`src/rtl/crane_pkg.sv`:
```
// Shared crane definitions: FSM state codes, button indices, default travel
// limits (also used by the display logic) and a timer sizing helper.
package crane_pkg;

    // Default travel limits of the production machine.
    localparam int X_MAX_DEFAULT = 15;
    localparam int Y_MAX_DEFAULT = 15;
    localparam int Z_MAX_DEFAULT = 7;

    // Claw FSM states, 3-bit binary encoding.
    typedef enum logic [2:0] {
        ST_IDLE    = 3'd0,
        ST_LOWER   = 3'd1,
        ST_GRAB    = 3'd2,
        ST_RAISE   = 3'd3,
        ST_RETURN  = 3'd4,
        ST_RELEASE = 3'd5
    } crane_state_t;

    // Bit positions of the buttons in the internal button vectors.
    localparam int BTN_LEFT  = 0;
    localparam int BTN_RIGHT = 1;
    localparam int BTN_FWD   = 2;
    localparam int BTN_BACK  = 3;
    localparam int BTN_DROP  = 4;
    localparam int NUM_BTN   = 5;

    // Width of the shared step/dwell timer: must hold max(step, grab) - 1.
    function automatic int timer_width(input int step_cycles, input int grab_cycles);
        int longest;
        longest = (step_cycles > grab_cycles) ? step_cycles : grab_cycles;
        return (longest < 2) ? 1 : $clog2(longest);
    endfunction

endpackage

```
`src/rtl/crane_ctrl_fsm_btn_edge_sync.sv`:
```
// Two-flop synchroniser plus rising-edge detector for one debounced button.
// Produces a one-clock event per press; a button already held when reset is
// released produces no event.
module btn_edge_sync (
    input  logic clock,
    input  logic reset,
    input  logic level_in,
    output logic event_out
);

    logic       sync1_q;
    logic       sync2_q;
    logic       prev_q;
    logic [1:0] arm_q;

    // Synchronise the level, keep its previous value, and count out the
    // pipeline fill after reset. Until the chain has settled, prev_q simply
    // follows sync2_q, so a level that was already high at reset release is
    // seen as "held" rather than as a fresh press.
    always_ff @(posedge clock or posedge reset) begin
        if (reset) begin
            sync1_q <= 1'b0;
            sync2_q <= 1'b0;
            prev_q  <= 1'b0;
            arm_q   <= 2'd0;
        end else begin
            sync1_q <= level_in;
            sync2_q <= sync1_q;
            prev_q  <= sync2_q;
            if (arm_q != 2'd3) begin
                arm_q <= arm_q + 2'd1;
            end
        end
    end

    assign event_out = (arm_q == 2'd3) && sync2_q && !prev_q;

endmodule

```
`src/rtl/crane_ctrl_fsm.sv`:
```
// Crane claw controller: per-button edge events drive manual X/Y jogging in
// IDLE; a drop event runs the automatic lower/grab/raise/return/release
// sequence using one shared step/dwell timer.
module crane_ctrl_fsm
    import crane_pkg::*;
#(
    parameter int X_MAX       = X_MAX_DEFAULT,
    parameter int Y_MAX       = Y_MAX_DEFAULT,
    parameter int Z_MAX       = Z_MAX_DEFAULT,
    parameter int STEP_CYCLES = 5000000,
    parameter int GRAB_CYCLES = 50000000
) (
    input  logic                         clock,
    input  logic                         reset,
    input  logic                         btn_left,
    input  logic                         btn_right,
    input  logic                         btn_fwd,
    input  logic                         btn_back,
    input  logic                         btn_drop,
    output logic [$clog2(X_MAX+1)-1:0]   pos_x,
    output logic [$clog2(Y_MAX+1)-1:0]   pos_y,
    output logic [$clog2(Z_MAX+1)-1:0]   pos_z,
    output logic                         claw_closed,
    output logic                         busy,
    output logic                         drop_done
);

    localparam int XW = $clog2(X_MAX + 1);
    localparam int YW = $clog2(Y_MAX + 1);
    localparam int ZW = $clog2(Z_MAX + 1);
    localparam int TW = timer_width(STEP_CYCLES, GRAB_CYCLES);

    localparam logic [XW-1:0] X_TOP     = XW'(X_MAX);
    localparam logic [YW-1:0] Y_TOP     = YW'(Y_MAX);
    localparam logic [ZW-1:0] Z_LAST    = ZW'(Z_MAX - 1);
    localparam logic [TW-1:0] STEP_LAST = TW'(STEP_CYCLES - 1);
    localparam logic [TW-1:0] GRAB_LAST = TW'(GRAB_CYCLES - 1);

    logic [NUM_BTN-1:0] btn_level;
    logic [NUM_BTN-1:0] btn_evt;

    crane_state_t  state_q;
    logic [TW-1:0] timer_q;
    logic [XW-1:0] pos_x_q;
    logic [YW-1:0] pos_y_q;
    logic [ZW-1:0] pos_z_q;
    logic          claw_q;
    logic          busy_q;
    logic          done_q;

    assign btn_level[BTN_LEFT]  = btn_left;
    assign btn_level[BTN_RIGHT] = btn_right;
    assign btn_level[BTN_FWD]   = btn_fwd;
    assign btn_level[BTN_BACK]  = btn_back;
    assign btn_level[BTN_DROP]  = btn_drop;

    generate
        for (genvar gi = 0; gi < NUM_BTN; gi++) begin : g_btn
            btn_edge_sync u_btn_edge_sync (
                .clock     (clock),
                .reset     (reset),
                .level_in  (btn_level[gi]),
                .event_out (btn_evt[gi])
            );
        end
    endgenerate

    // Jog decisions: opposing presses cancel, limits saturate.
    logic x_up, x_dn, y_up, y_dn, step_end, grab_end;
    assign x_up = btn_evt[BTN_RIGHT] && !btn_evt[BTN_LEFT]  && (pos_x_q != X_TOP);
    assign x_dn = btn_evt[BTN_LEFT]  && !btn_evt[BTN_RIGHT] && (pos_x_q != '0);
    assign y_up = btn_evt[BTN_FWD]   && !btn_evt[BTN_BACK]  && (pos_y_q != Y_TOP);
    assign y_dn = btn_evt[BTN_BACK]  && !btn_evt[BTN_FWD]   && (pos_y_q != '0);
    assign step_end = (timer_q == STEP_LAST);
    assign grab_end = (timer_q == GRAB_LAST);

    // Claw FSM with position registers, shared timer and registered outputs.
    always_ff @(posedge clock or posedge reset) begin
        if (reset) begin
            state_q <= ST_IDLE;
            timer_q <= '0;
            pos_x_q <= '0;
            pos_y_q <= '0;
            pos_z_q <= '0;
            claw_q  <= 1'b0;
            busy_q  <= 1'b0;
            done_q  <= 1'b0;
        end else begin
            done_q <= 1'b0;
            case (state_q)
                ST_IDLE: begin
                    timer_q <= '0;
                    if (btn_evt[BTN_DROP]) begin
                        // Drop takes priority; same-clock jog events are lost.
                        state_q <= ST_LOWER;
                        busy_q  <= 1'b1;
                    end else begin
                        if (x_up) pos_x_q <= pos_x_q + 1'b1;
                        else if (x_dn) pos_x_q <= pos_x_q - 1'b1;
                        if (y_up) pos_y_q <= pos_y_q + 1'b1;
                        else if (y_dn) pos_y_q <= pos_y_q - 1'b1;
                    end
                end
                ST_LOWER: begin
                    if (step_end) begin
                        timer_q <= '0;
                        pos_z_q <= pos_z_q + 1'b1;
                        if (pos_z_q == Z_LAST) begin
                            state_q <= ST_GRAB;
                            claw_q  <= 1'b1;
                        end
                    end else begin
                        timer_q <= timer_q + 1'b1;
                    end
                end
                ST_GRAB: begin
                    if (grab_end) begin
                        timer_q <= '0;
                        state_q <= ST_RAISE;
                    end else begin
                        timer_q <= timer_q + 1'b1;
                    end
                end
                ST_RAISE: begin
                    if (step_end) begin
                        timer_q <= '0;
                        pos_z_q <= pos_z_q - 1'b1;
                        if (pos_z_q == ZW'(1)) begin
                            state_q <= ST_RETURN;
                        end
                    end else begin
                        timer_q <= timer_q + 1'b1;
                    end
                end
                ST_RETURN: begin
                    // Home check comes first, so a drop from the origin
                    // spends a single clock here.
                    if ((pos_x_q == '0) && (pos_y_q == '0)) begin
                        timer_q <= '0;
                        state_q <= ST_RELEASE;
                        claw_q  <= 1'b0;
                    end else if (step_end) begin
                        timer_q <= '0;
                        if (pos_x_q != '0) pos_x_q <= pos_x_q - 1'b1;
                        else pos_y_q <= pos_y_q - 1'b1;
                    end else begin
                        timer_q <= timer_q + 1'b1;
                    end
                end
                ST_RELEASE: begin
                    if (grab_end) begin
                        timer_q <= '0;
                        state_q <= ST_IDLE;
                        busy_q  <= 1'b0;
                        done_q  <= 1'b1;
                    end else begin
                        timer_q <= timer_q + 1'b1;
                    end
                end
                default: begin
                    // Unused encodings recover to IDLE.
                    timer_q <= '0;
                    state_q <= ST_IDLE;
                    busy_q  <= 1'b0;
                    claw_q  <= 1'b0;
                end
            endcase
        end
    end

    assign pos_x       = pos_x_q;
    assign pos_y       = pos_y_q;
    assign pos_z       = pos_z_q;
    assign claw_closed = claw_q;
    assign busy        = busy_q;
    assign drop_done   = done_q;

endmodule
```
`config.mk`:
```
export PLATFORM = sky130hd
export DESIGN_NAME = crane_ctrl_fsm
export DESIGN_NICKNAME = d
export VERILOG_FILES = /design/src/rtl/crane_pkg.sv /design/src/rtl/crane_ctrl_fsm_btn_edge_sync.sv /design/src/rtl/crane_ctrl_fsm.sv
export SDC_FILE = /design/constraint.sdc
export NUM_CORES = 1
export LEC_CHECK = 0
export ABC_AREA = 1
export CORE_MARGIN = 3
export CORE_UTILIZATION = 50
export DETAILED_ROUTE_END_ITERATION = 16
export PLACE_DENSITY = 0.73
export RECOVER_POWER = 50
export SYNTH_ARGS = -nofsm -noshare
export SYNTH_HDL_FRONTEND = slang
export SYNTH_SLANG_ARGS = --single-unit
```
`constraint.sdc`:
```
create_clock -name clock -period 2.22 [get_ports clock]
set_input_delay 0.333 -clock clock [delete_from_list [all_inputs] [get_ports clock]]
set_output_delay 0.333 -clock clock [all_outputs]
set_load 0.02 [all_outputs]
```
==> results.ini <==
[clocking]
root_buffer=clkbuf_8
numCtsBuffers=9
post_cts_buffers=0
clkTransAtPathRegs_ns=0.06
cts_num_sinks=68
insertion_delay_ns=0.34
cts_hold_buf=0
cts_tree=built
cts_resized=0
ctsHtreeMaxLevel=3
clockBufferDepth=2

[floorplanning]
start_util_pct=52.6
die_x_um=94.2
die-height_um=94.2
die_area_um2=8880
io_pins=21
core_um2=7410
rows=31

[cells_and_area]
n_antenna_cell=0
final_nets=560
area_growth_pct=12.2
layout-drive-gt1-share_pct=7.95

[hold_path]
hold_class=flip-flop to flip-flop
hp-start=g_btn[2].u_btn_edge_sync.sync1_q$_DFF_PP0_
hold_path_depth=0
min_to=g_btn[2].u_btn_edge_sync.sync2_q$_DFF_PP0_

[global_routing]
grt.overflow.total=0
globalRouteTotalUtil_pct=20.2
grt_pass1_wl_um=14000
grt_max_degree=28
antenna_found_initial=0
grt_pass1_vias=3111

[power]
ir_drop_v=0.000398
power_density_nw_per_um2=968
leakage_nw=2.04

[setup_path]
timing.rr.end=timer_q[8]$_DFF_PP0_
cp_data_required_time_ns=2.43
crit_type=flip-flop to flip-flop
crit_path_end_kind=flip-flop
r2r_cells=10
r2r_start=timer_q[0]$_DFF_PP0_
crit_arrival_ns=2.05
critical_path.startpoint_type=flip-flop
reg2reg_slack_ns=0.38
cp_max_fo=25

[synth]
yosysTopAreaCellShare_pct=43.7
synthTopCellsByCount=151 x nand2_1, 83 x nor2_1, 68 x dfrtp_1, 57 x inv_1, 43 x nand3_1
synth-edff-count=0
yosys-top-cells-area=dfrtp_1 44%, nand2_1 15%, nor2_1 8.0%
ys.flop_type=dfrtp_1
synth_nets=532
yosysTopAreaCell=dfrtp_1
postSynthCellCount=510
synthesis.area_um2=3890
syn_avg_cell_area_um2=7.63
yosysMostFrequentCell=nand2_1
yosysSeqAreaShare_pct=43.7
ys_types=33
ys_seq_elements=68
ys_async_sr_fraction_pct=100
ys_warn_count=0

[sta]
fmax_mhz=543
finalHoldViolations=0
finalCritPeriodShare_pct=82.9
final-setup-viol-count=0
fin_ws_ns=0.380
slew_violations=0
layout_min_cycle_time_ns=1.84
tightest_slew_ns=0.716
holdWs_ns=0.352
rsz0062_at_grt=no
maxSlewHeadroom_pct=52.2
finClkSkew_ns=0.0106
fin_setup_tns_ns=0

[routing]
dr.pass1.iters=4
drt_iter0_drc=218
final_antenna_net_count=0
wl_per_cell_um=12.5
drt_drc_violations_left=0
vias_per_cell=5.02
drt-met1-wl_um=3900
wl_um=8020
routed.top_layer=met4
met3WireLength_um=339
vias=3214
dr_wl_met2_um=3670

[run_status]
status=complete, no violations

[flow_run]
maxCapViolations=0

[placement]
port_buffers=20
hpwl_um=5900
place_congestion=0.966
dpl_worst_slack_ns=0.375

worst max path at each step:
stage                               from                     to  slack [ns]  cells past startpoint
floorplan                          reset       busy$_DFFE_PP0P_        0.18                      1
global placement    pos_y[0]$_DFFE_PP0P_  timer_q[24]$_DFF_PP0_        0.45                      9
detailed placement  timer_q[0]$_DFF_PP0_   timer_q[8]$_DFF_PP0_        0.37                     10
CTS                 pos_y[3]$_DFFE_PP0P_               pos_y[3]        0.36                      1
global route        timer_q[0]$_DFF_PP0_   pos_z[2]$_DFFE_PP0P_        0.20                      8
finish              timer_q[0]$_DFF_PP0_   timer_q[8]$_DFF_PP0_        0.38                     10
metrics by stage:
stage | instance area [µm²] | utilization [%] | cells | total power [mW]
after floorplan | 3890 | - | 510 | 2.91
after global placement | 4200 | 56.7 | 626 | 3.20
after detailed placement | 4200 | 56.7 | 626 | 3.24
after CTS | 4390 | 59.2 | 640 | 4.27
after global routing | 4370 | 59.0 | 640 | 4.57
final | 4370 | 59.0 | 640 | 4.23
placed cells by master (no fill, tap or decap), types with 14 or more instances in the layout:
cell type	netlist	layout
dfrtp_1	68	68
nand2_1	151	151
inv_1	57	57
nand3_1	43	43
xor2_1	16	16
nor2_1	83	83
clkdlybuf4s50_1	0	14
ha_1	15	15
flip-flops by register name (all words and copies together) (netlist names), 3 cells and up:
name                           count
timer_q                           26
state_q                            3
g_btn.u_btn_edge_sync.sync2_q      5
g_btn.u_btn_edge_sync.sync1_q      5
g_btn.u_btn_edge_sync.prev_q       5
pos_z                              3
pos_x                              4
g_btn.u_btn_edge_sync.arm_q       10
pos_y                              4
per-layer routing:
layer  vias to the layer above  track usage [%]
li1                       1647                -
met1                      1492             27.1
met2                        66             32.3
met3                         9             4.89
met4                         0             5.90
met5                         -                0
area by class of cell:
| class | count | area (µm²) |
|---|---|---|
| Clock buffer | 12 | 155 |
| Tap cell | 99 | 124 |
| Clock inverter | 2 | 35.0 |
| Fill cell | 680 | 3040 |
| Sequential cell | 68 | 1700 |
| Multi-Input combinational cell | 377 | 1920 |
| Inverter | 60 | 228 |
| Timing Repair Buffer | 22 | 210 |
logic make-up (layout without fill, tap and decap cells):
group / count (synthesis) / count (layout) / share of synthesized area [%]
XOR/XNOR: 24 / 24 / 5.40
AND/OR/NAND/NOR: 313 / 313 / 34.2
adder cells (fa/ha/maj): 15 / 15 / 4.82
multiplexers: 5 / 5 / 1.41
flip-flops: 68 / 68 / 43.7
buffers and inverters: 65 / 96 / 7.07
AO/OA/AOI/OAI: 20 / 20 / 3.41
critical path, stage by stage (launching register included):
cell     delay, ns
dfrtp_1       0.39
ha_1          0.24
nand3_2       0.12
nor2_2        0.14
nand2_1       0.10
nor2_1        0.09
nand2_1       0.11
nand2_2       0.12
nand2_2       0.08
inv_4         0.24
nor2_1        0.08
where the power goes:
| part | internal [mW] | switching (mW) |
|---|---|---|
| clock | 0.566 | 0.430 |
| sequential | 1.38 | 0.189 |
| combinational | 0.569 | 1.10 |
| total | 2.51 | 1.71 |
(Power assumes the default switching activity.)
